$ cat config.mk
export PLATFORM = sky130hd
export DESIGN_NAME = paper_sequencer
export DESIGN_NICKNAME = d
export VERILOG_FILES = /design/src/rtl/paper_sequencer.sv
export SDC_FILE = /design/constraint.sdc
export NUM_CORES = 1
export LEC_CHECK = 0
export CAP_MARGIN = 5
export CORE_AREA = 5 5 42 44
export CTS_BUF_LIST = sky130_fd_sc_hd__clkbuf_4 sky130_fd_sc_hd__clkbuf_8
export DETAILED_ROUTE_END_ITERATION = 10
export DIE_AREA = 0 0 47 49
export GPL_ROUTABILITY_DRIVEN = 0
export PLACE_DENSITY = 0.68
export SYNTH_ARGS = -nofsm -noshare
export SYNTH_HDL_FRONTEND = slang
export SYNTH_SLANG_ARGS = --single-unit
$ cat constraint.sdc
create_clock -name clock -period 1 [get_ports clock]
set_input_delay 0.2 -clock clock [delete_from_list [all_inputs] [get_ports clock]]
set_output_delay 0.2 -clock clock [all_outputs]
set_load 0.01 [all_outputs]
$ cat src/rtl/paper_sequencer.sv
// Fetch/decode/control sequencer for the 2-bit paper processor.
// Optional PAPER_SINGLE_STEP_EN: FETCH waits for a step request.
module paper_sequencer #(
   parameter int AW = 2,
   parameter int DW = 2
) (
   input  logic          clock,
   input  logic          Resetter,
   output logic [AW-1:0] ram_addr,
   input  logic [DW-1:0] ram_data,
   input  logic          status,
   input  logic          step,
   output logic [AW-1:0] pc,
   output logic [DW-1:0] ir,
   output logic          inc_strobe,
   output logic          jump_taken,
   output logic          retire,
   output logic          halted
);

   typedef enum logic [1:0] {
      FETCH,
      DECODE,
      OPERAND,
      HALTED
   } state_t;

   localparam logic [1:0] OP_INC = 2'b00;
   localparam logic [1:0] OP_JNO = 2'b01;
   localparam logic [1:0] OP_HLT = 2'b10;

   state_t     state;
   logic [1:0] op;
   logic       go;

   assign op = ir[1:0];

`ifdef PAPER_SINGLE_STEP_EN
   assign go = step;
`else
   logic unused_step;
   assign unused_step = step;
   assign go = 1'b1;
`endif

   always_ff @(posedge clock) begin
      if (Resetter) begin
         state <= FETCH;
         pc    <= '0;
         ir    <= '0;
      end else begin
         unique case (state)
            FETCH: begin
               if (go) begin
                  ir    <= ram_data;
                  pc    <= pc + AW'(1);
                  state <= DECODE;
               end
            end
            DECODE: begin
               unique case (op)
                  OP_JNO:  state <= OPERAND;
                  OP_HLT:  state <= HALTED;
                  default: state <= FETCH;
               endcase
            end
            OPERAND: begin
               // status set means overflow: skip the target word
               pc    <= status ? pc + AW'(1) : ram_data[AW-1:0];
               state <= FETCH;
            end
            HALTED:  state <= HALTED;
            default: state <= FETCH;
         endcase
      end
   end

   assign ram_addr   = pc;
   assign inc_strobe = (state == DECODE) && (op == OP_INC);
   // a reset landing in OPERAND aborts the branch without any pulse
   assign jump_taken = (state == OPERAND) && !status && !Resetter;
   assign retire     = ((state == DECODE) && (op != OP_JNO))
                     || ((state == OPERAND) && !Resetter);
   assign halted     = (state == HALTED);

endmodule
==> results.py, run 1 <==
metrics = {
    "timing": {
        "max_slew_margin": 0.858,
        "report.final.slew_viol_count": 0,
        "period_share": 1.38,
        "max_freq_mhz": 726,
        "hold_viol_final": 0,
        "finalSetupViolCount": 11,
        "setup_tns_ns": -1.73,
        "fin_worst_hold_slack_ns": 0.337,
        "worstMarginPinSlew_ns": 0.213,
        "skew_ns": 0.00547,
        "fin_ws_ns": -0.378,
        "grt_setup_unrepaired": "true",
        "min_period_ns": 1.38,
    },
    "worst_hold_path": {
        "min_path_type": "in -> reg",
    },
    "routing": {
        "via_per_inst": 4.77,
        "dr.first_iter.drc_count": 5,
        "vias": 429,
        "highest_layer": "met4",
        "drt-wirelength-per-cell_um": 14.7,
        "dr.pass1.iters": 4,
        "drtAntennaViolNets": 0,
        "met1Wirelength_um": 496,
        "drc": 0,
        "wl_met3_um": 51,
        "wl_um": 1320,
        "wl_met2_um": 744,
    },
    "logic_synthesis": {
        "ys_ff_latch": 6,
        "synth-xor-area-share": 0,
        "syn_nets": 53,
        "yosysWarnings": 0,
        "avgSynthCellArea_um2": 8.02,
        "synthCells": 44,
        "synth_commonest_cells": "6 x dfxtp_1, 5 x inv_1, 4 x nor2_1",
        "synthFlopType": "dfxtp_1",
        "synthSimpleGateAreaFrac": 0.262,
        "synth_mux_area_frac": 0,
        "yosys.area.top_type_share": 0.340,
        "synth_top_cell_by_area": "dfxtp_1",
        "synthAdderAreaFrac": 0.106,
        "synth_compound_area_frac": 0.181,
        "yosysSeqAreaShare": 0.340,
        "synth_edf_count": 0,
        "synth.most_common_cell": "dfxtp_1",
        "synth_top_family_by_area": "simple AND/OR/NAND/NOR gates",
        "ys_types": 22,
        "synthTopCellsByArea": "dfxtp_1 34%, ha_1 11%, inv_1 5.3%",
        "synthArstFlopShare": 0,
        "syn-cell-area_um2": 353,
    },
    "floorplanning": {
        "die_h_um": 49,
        "ios": 16,
        "start_util": 0.252,
        "core_um2": 1400,
        "die-width_um": 47,
        "design.die.area_um2": 2300,
        "rows": 14,
    },
    "critical_path": {
        "worstSetupPathType": "reg -> out",
        "start_kind": "flop",
        "worst-path-max-fanout": 5,
        "endpoint_kind": "output pin",
        "crit_arrival_ns": 1.18,
        "critPathRequiredTime_ns": 0.80,
    },
    "pwr": {
        "switching_share": 0.326,
        "irDropWorstVdd_uv": 639,
        "power.density_nw_per_um2": 1300,
        "pwr-share-clk": 0.240,
        "p_sw_mw": 0.308,
        "internal_power_mw": 0.637,
        "comb_power_share": 0.447,
        "total_leakage_power_nw": 0.341,
        "seqPwrFrac": 0.313,
    },
    "final_layout": {
        "diodes": 0,
        "synthToLayoutAreaGrowth_pct": 106,
        "drive_gt1_frac": 0.716,
        "finalNetCount": 85,
    },
    "global_route": {
        "overflow": 0,
        "grt_pass1_vias": 414,
        "grt_max_degree": 7,
        "grt_usage": 0.111,
        "grt_pass1_wl_um": 1780,
        "antenna_found_initial": 0,
    },
    "cts": {
        "cts_buffer_depth": 2,
        "cts_inserted_buffers": 3,
        "hold_buffers": 0,
        "root_buffer": "clkbuf_4",
        "cts_sinks": 6,
        "clkLatencyLatePin_ns": 0.25,
        "clkTransAtPathRegs_ns": 0.05,
        "ctsHtreeMaxLevel": 1,
        "cts_tree": "built",
    },
    "place": {
        "numPortBuffers": 14,
        "dpl.hpwl_um": 715,
    },
    "outcome": {
        "status": "finished, violations left",
        "violations": "setup timing",
    },
    "job": {
        "drv_cap": 0,
    },
}
==> layout make-up <==
type	instances	area, um^2
fillers	136	673
inverters	5	21.3
flip-flops and latches	6	130
well taps	16	20.0
repair buffers	30	256
clock buffers	3	22.5
multi-input cells	30	278
==> per-layer routing <==
metal,track usage,vias up
met5,0,-
met4,0.106,0
met3,0.0369,4
met2,0.161,13
met1,0.119,203
li1,-,209
==> power by group through the flow <==
stage,combinational (mW),sequential [mW],clock (mW)
6_report,0.422,0.296,0.227
5_1_grt,0.448,0.301,0.241
4_1_cts,0.342,0.295,0.232
3_5_place_dp,0.308,0.298,0
3_3_place_gp,0.307,0.296,0
2_1_floorplan,0.136,0.310,0
==> worst max-delay path, cell delays in order, from the launching register on <==
cell	delay (ns)
dfxtp_4	0.35
or3b_4	0.38
nor2_2	0.07
buf_2	0.12
==> flip-flops by register name, indices dropped and copies added (netlist names) <==
name,cells
ir,2
state,2
pc,2
==> cell usage in the layout (no fill, tap or decap) <==
master	synthesis	layout
a21oi_1	3	2
nor2b_2	0	1
inv_2	0	2
nor2_4	0	2
a21oi_2	0	1
nor3b_4	0	1
nor2b_1	3	2
nand3b_1	1	1
buf_4	2	8
o211a_1	1	1
dfxtp_2	0	5
dfxtp_4	0	1
ha_4	0	2
nand2_2	0	1
nand2_1	3	2
inv_1	5	2
nor3_2	0	1
o21ai_1	1	3
and2_4	0	1
a32oi_1	1	1
or3b_4	0	1
inv_4	0	1
nand2b_1	1	1
clkbuf_4	0	3
o2bb2ai_2	0	1
a31oi_1	1	1
buf_6	0	11
buf_2	0	7
clkdlybuf4s50_1	0	2
or3_1	1	1
nor2_2	0	2
dlygate4sd2_1	0	2
ha_2	0	1
==> metrics by stage <==
stage                     worst slack, ns  cell area, um^2  total power, mW  std cells   util
after CTS                          -0.389              656            0.869         89  0.468
after floorplan                   -0.0517              374            0.446         44      -
after detailed placement           -0.823              581            0.606         81  0.414
final                              -0.378              728            0.945         90  0.520
after global placement             -0.805              581            0.603         81  0.414
after global routing               -0.409              728            0.990         90  0.520
==> logic make-up (layout without fill, tap and decap cells) <==
kind of cell	after synthesis	count (layout)
simple gates	17	17
buf+inv	8	38
compound gates	10	10
fa+ha+maj	3	3
flops	6	6
==> final timing paths <==
path	from	end	slack, ns	cells after the start
setup / recovery	state[1]	jump_taken	-0.38	3
hold / removal	Resetter	pc[1]	0.34	2
setup reg to reg	state[0]	pc[0]	-0.15	4
hold reg to reg	ir[0]	ir[0]	0.52	2
==> repair_timing <==
action / CTS / global route
buffers inserted: 5 / 3
resized for setup: 63 / 20
setup endpoints to repair: 15 / 12
pin swaps: 6 / 11
No activity file was read; power rests on OpenSTA's default activity.
==> run 2: changes to the inputs <==
--- a/config.mk
+++ b/config.mk
@@ -6,12 +6,14 @@
 export NUM_CORES = 1
 export LEC_CHECK = 0
 export CAP_MARGIN = 5
-export CORE_AREA = 5 5 42 44
+export CELL_PAD_IN_SITES_DETAIL_PLACEMENT = 0
+export CELL_PAD_IN_SITES_GLOBAL_PLACEMENT = 1
+export CORE_MARGIN = 5
+export CORE_UTILIZATION = 25
 export CTS_BUF_LIST = sky130_fd_sc_hd__clkbuf_4 sky130_fd_sc_hd__clkbuf_8
 export DETAILED_ROUTE_END_ITERATION = 10
-export DIE_AREA = 0 0 47 49
 export GPL_ROUTABILITY_DRIVEN = 0
-export PLACE_DENSITY = 0.68
+export PLACE_DENSITY_LB_ADDON = 0.12
 export SYNTH_ARGS = -nofsm -noshare
 export SYNTH_HDL_FRONTEND = slang
 export SYNTH_SLANG_ARGS = --single-unit
==> results.py, run 2 (synthesis gave the netlist of run 1 again) <==
metrics = {
    "routing": {
        "via_per_inst": 4.62,
        "vias": 416,
        "drtAntennaViolNets": 0,
        "drt-wirelength-per-cell_um": 12.8,
        "dr.pass1.iters": 3,
        "wl_um": 1150,
        "drc": 0,
        "dr.first_iter.drc_count": 7,
    },
    "final_layout": {
        "stdcell_area_um2": 691,
        "multi_input_area_um2": 245,
        "drive_gt1_frac": 0.627,
        "diodes": 0,
        "final_cell_mix": "10 x buf_6, 9 x buf_4, 8 x buf_2",
        "top_regs": "ir x2, pc x2, state x2",
        "fill_cells": 138,
        "synthToLayoutAreaGrowth_pct": 95.7,
        "layout_commonest_cell": "buf_6",
        "ff_latch_area_um2": 126,
        "finalNetCount": 86,
    },
    "timing": {
        "period_share": 1.37,
        "max_freq_mhz": 731,
        "min_period_ns": 1.37,
        "skew_ns": 0.00304,
        "setup_tns_ns": -1.59,
        "report.final.slew_viol_count": 0,
        "worstMarginPinSlew_ns": 0.160,
        "finalSetupViolCount": 9,
        "hold_viol_final": 0,
        "grt_setup_unrepaired": "true",
        "max_slew_margin": 0.893,
        "fin_ws_ns": -0.367,
    },
    "cts": {
        "cts_sinks": 6,
        "cts_buffer_depth": 2,
        "ctsHtreeMaxLevel": 1,
        "root_buffer": "clkbuf_4",
        "clkTransAtPathRegs_ns": 0.05,
        "cts_inserted_buffers": 3,
        "clkLatencyLatePin_ns": 0.25,
        "cts_tree": "built",
    },
    "floorplanning": {
        "start_util": 0.268,
        "core_um2": 1320,
        "rows": 13,
        "design.die.area_um2": 2260,
        "die-width_um": 47.6,
        "die_h_um": 47.6,
        "ios": 16,
    },
    "critical_path": {
        "rr_endpoint": "pc[0]",
        "reg2regPathDepth": 5,
        "endpoint_kind": "output pin",
        "critPathRequiredTime_ns": 0.80,
        "regToRegSetupSlack_ns": -0.21,
        "r2r-start": "state[0]",
        "worstSetupPathType": "reg -> out",
        "critPathCapture": "jump_taken",
        "worst-path-max-fanout": 3,
        "start_kind": "flop",
        "crit_arrival_ns": 1.17,
        "setup.worst_path.start": "state[1]",
    },
    "outcome": {
        "status": "finished, violations left",
        "violations": "setup timing",
    },
    "place": {
        "numPortBuffers": 14,
        "dpl.hpwl_um": 778,
        "place_ws_ns": -0.823,
        "dpl_cell_area_um2": 602,
    },
    "global_route": {
        "grt_usage": 0.118,
        "grt_pass1_wl_um": 1740,
        "overflow": 0,
        "grt_pass1_vias": 404,
        "antenna_found_initial": 0,
        "grt_max_degree": 8,
    },
    "pwr": {
        "total_leakage_power_nw": 0.341,
        "power.density_nw_per_um2": 1310,
        "irDropWorstVdd_uv": 767,
        "total_power_mw": 0.906,
    },
    "job": {
        "drv_cap": 0,
    },
    "worst_hold_path": {
        "min_path_type": "in -> reg",
    },
}
[run 2: changes by cell type in the layout (fill, tap and decap cells not counted), sizes merged]
| cell | delta |
|---|---|
| clkdlybuf4s50 | +1 |
| dlygate4sd2 | -1 |
| buf | +1 |
[run 2: worst min-delay path by stage]
stage | start | endpoint | cells past startpoint
after CTS | status | pc[0] | 5
after global placement | state[0] | state[1] | 2
after floorplan | Resetter | ir[0] | 1
after global routing | status | pc[0] | 5
final | status | pc[0] | 5
after detailed placement | state[0] | state[1] | 2
[run 2: critical path, cell delays in order, from the launching register on]
cell     delay, ns
dfxtp_2       0.33
or3b_4        0.38
nor2_2        0.08
buf_2         0.13
[run 2: what timing repair did]
item,4_1_cts,5_1_grt
buffers inserted,3,3
pin swaps,4,3
endpoints found under the setup margin,15,13
resized for setup,59,9
hold buffers,0,0
[run 2: metrics by stage]
step	hold slack, ns	std cells	utilization
finish	0.537	90	0.524
global route	0.543	90	0.524
CTS	0.511	89	0.512
detailed placement	0.595	83	0.457
global placement	0.584	83	0.457
floorplan	0.262	44	-
[run 2: report_power, final]
| group | internal [mW] | switching (mW) | total, mW | leakage, nW |
|---|---|---|---|---|
| registers | 0.273 | 0.0215 | 0.294 | 0.0512 |
| logic | 0.219 | 0.167 | 0.385 | 0.276 |
| clock network | 0.136 | 0.0904 | 0.226 | 0.0138 |
| total | 0.627 | 0.279 | 0.906 | 0.341 |
[run 2: layer usage]
layer / vias to the layer above / track usage / wire length, um
met5: - / 0 / 0
met4: 0 / 0.0538 / 23
met3: 4 / 0.0827 / 117
met2: 17 / 0.201 / 577
met1: 185 / 0.109 / 435
li1: 210 / - / -
[run 2: cell type report]
cell class / count / share of cell area
Inverter: 5 / 0.0272
Multi-Input combinational cell: 30 / 0.355
Clock buffer: 3 / 0.0326
Timing Repair Buffer: 31 / 0.375
Sequential cell: 6 / 0.183
Tap cell: 15 / 0.0272
==> run 3: changes to the inputs <==
--- a/config.mk
+++ b/config.mk
@@ -13,7 +13,7 @@
 export CTS_BUF_LIST = sky130_fd_sc_hd__clkbuf_4 sky130_fd_sc_hd__clkbuf_8
 export DETAILED_ROUTE_END_ITERATION = 10
 export GPL_ROUTABILITY_DRIVEN = 0
-export PLACE_DENSITY_LB_ADDON = 0.12
+export PLACE_DENSITY = 0.71
 export SYNTH_ARGS = -nofsm -noshare
 export SYNTH_HDL_FRONTEND = slang
 export SYNTH_SLANG_ARGS = --single-unit
==> results.py, run 3 (synthesis gave the netlist of run 1 again) <==
metrics = {
    "critical_path": {
        "regToRegSetupSlack_ns": -0.23,
        "critPathCapture": "jump_taken",
        "critPathRequiredTime_ns": 0.80,
        "setup.worst_path.start": "state[1]",
        "endpoint_kind": "output pin",
        "worstSetupPathType": "reg -> out",
        "rr_endpoint": "pc[0]",
        "crit_arrival_ns": 1.18,
        "start_kind": "flop",
        "r2r-start": "state[1]",
        "reg2regPathDepth": 5,
        "worst-path-max-fanout": 2,
    },
    "place": {
        "dp_cells": 81,
        "numPortBuffers": 14,
        "place_ws_ns": -0.828,
        "dpl.hpwl_um": 749,
    },
    "final_layout": {
        "top_regs": "ir x2, pc x2, state x2",
        "drive_gt1_frac": 0.757,
        "final_cell_mix": "9 x buf_6, 9 x buf_4, 8 x buf_2",
        "ff_latch_area_um2": 133,
        "diodes": 0,
        "synthToLayoutAreaGrowth_pct": 108,
        "fill_cells": 128,
        "multi_input_area_um2": 292,
        "finalNetCount": 85,
        "finalNonFillerCells": 89,
    },
    "floorplanning": {
        "core_um2": 1320,
        "start_util": 0.268,
        "design.die.area_um2": 2260,
        "die-width_um": 47.6,
        "rows": 13,
        "ios": 16,
        "die_h_um": 47.6,
    },
    "cts": {
        "cts_sinks": 6,
        "ctsHtreeMaxLevel": 1,
        "root_buffer": "clkbuf_4",
        "cts_tree": "built",
        "clkLatencyLatePin_ns": 0.25,
        "clkTransAtPathRegs_ns": 0.05,
        "cts_inserted_buffers": 3,
        "cts_buffer_depth": 2,
    },
    "timing": {
        "finalSetupViolCount": 7,
        "fin_ws_ns": -0.384,
        "worstMarginPinSlew_ns": 0.173,
        "grt_setup_unrepaired": "true",
        "min_period_ns": 1.38,
        "report.final.slew_viol_count": 0,
        "hold_viol_final": 0,
        "max_freq_mhz": 723,
        "max_slew_margin": 0.885,
        "period_share": 1.38,
        "skew_ns": 0.00516,
    },
    "pwr": {
        "power.density_nw_per_um2": 1280,
        "seqPwrFrac": 0.317,
        "switching_share": 0.335,
        "comb_power_share": 0.429,
        "pwr-share-clk": 0.254,
        "internal_power_mw": 0.623,
        "irDropWorstVdd_uv": 559,
        "p_sw_mw": 0.314,
        "total_leakage_power_nw": 0.344,
    },
    "routing": {
        "drc": 0,
        "dr.pass1.iters": 4,
        "wl_um": 1250,
        "vias": 415,
        "drt-wirelength-per-cell_um": 14.0,
        "drtAntennaViolNets": 0,
        "via_per_inst": 4.66,
        "dr.first_iter.drc_count": 7,
    },
    "global_route": {
        "grt_pass1_wl_um": 1970,
        "grt_pass1_vias": 409,
        "antenna_found_initial": 0,
        "grt_max_degree": 10,
        "overflow": 0,
        "grt_usage": 0.135,
    },
    "worst_hold_path": {
        "min_path_type": "in -> reg",
        "whs_path_depth": 3,
    },
    "job": {
        "drv_cap": 0,
    },
    "outcome": {
        "violations": "setup timing",
        "status": "finished, violations left",
    },
}
## run 3: cell types whose count changed in the layout (fill, tap and decap cells not counted), sizes merged
cell | previous run | this run
buf | 27 | 26
clkdlybuf4s50 | 3 | 2
dlygate4sd2 | 1 | 2
## run 3: layer usage
| metal | vias up | wire length [um] | track usage | share of wire |
|---|---|---|---|---|
| met5 | - | 0 | 0 | 0 |
| met4 | 0 | 22 | 0.0806 | 0.018 |
| met3 | 2 | 79 | 0.0564 | 0.063 |
| met2 | 14 | 647 | 0.214 | 0.52 |
| met1 | 193 | 500 | 0.151 | 0.40 |
| li1 | 206 | - | - | - |
## run 3: metrics by stage
stage          power (mW)  hold WS [ns]  setup TNS, ns   util  instance area, um^2
4_1_cts             0.889         0.441          -1.61  0.509                  671
5_1_grt              1.00         0.450          -1.94  0.557                  733
3_3_place_gp        0.611         0.489          -3.71  0.445                  587
2_1_floorplan       0.446         0.262        -0.0517      -                  374
6_report            0.937         0.443          -1.60  0.557                  733
3_5_place_dp        0.614         0.491          -3.83  0.445                  587
## run 3: worst min-delay path by stage
stage / startpoint / end / slack (ns)
after floorplan: Resetter / ir[0] / 0.26
after global placement: ir[0] / ir[0] / 0.49
after detailed placement: ir[0] / ir[0] / 0.49
after CTS: Resetter / pc[1] / 0.44
after global routing: Resetter / pc[1] / 0.45
final: Resetter / pc[1] / 0.44
## run 3: what timing repair did
action | CTS | global route
buffers inserted | 4 | 3
pin swaps | 8 | 7
resized for setup | 69 | 14
hold buffers | 0 | 0
hold endpoints to repair | 0 | 0
setup endpoints to repair | 15 | 11
## run 3: final cells by class
class	instances	share of cell area
Multi-Input combinational cell	30	0.398
Inverter	5	0.0290
Timing Repair Buffer	30	0.336
Sequential cell	6	0.181
Tap cell	15	0.0256
Clock buffer	3	0.0307
## run 3: power by group through the flow
stage	Clock, mW	Sequential [mW]	Combinational [mW]
2_1_floorplan	0	0.310	0.136
3_3_place_gp	0	0.297	0.315
3_5_place_dp	0	0.298	0.316
4_1_cts	0.245	0.295	0.348
5_1_grt	0.269	0.300	0.435
6_report	0.238	0.297	0.402
## run 3: critical path, stage by stage, from the launching register on
cell     delay (ns)
dfxtp_4        0.35
or3b_4         0.38
nor2_2         0.08
buf_2          0.13
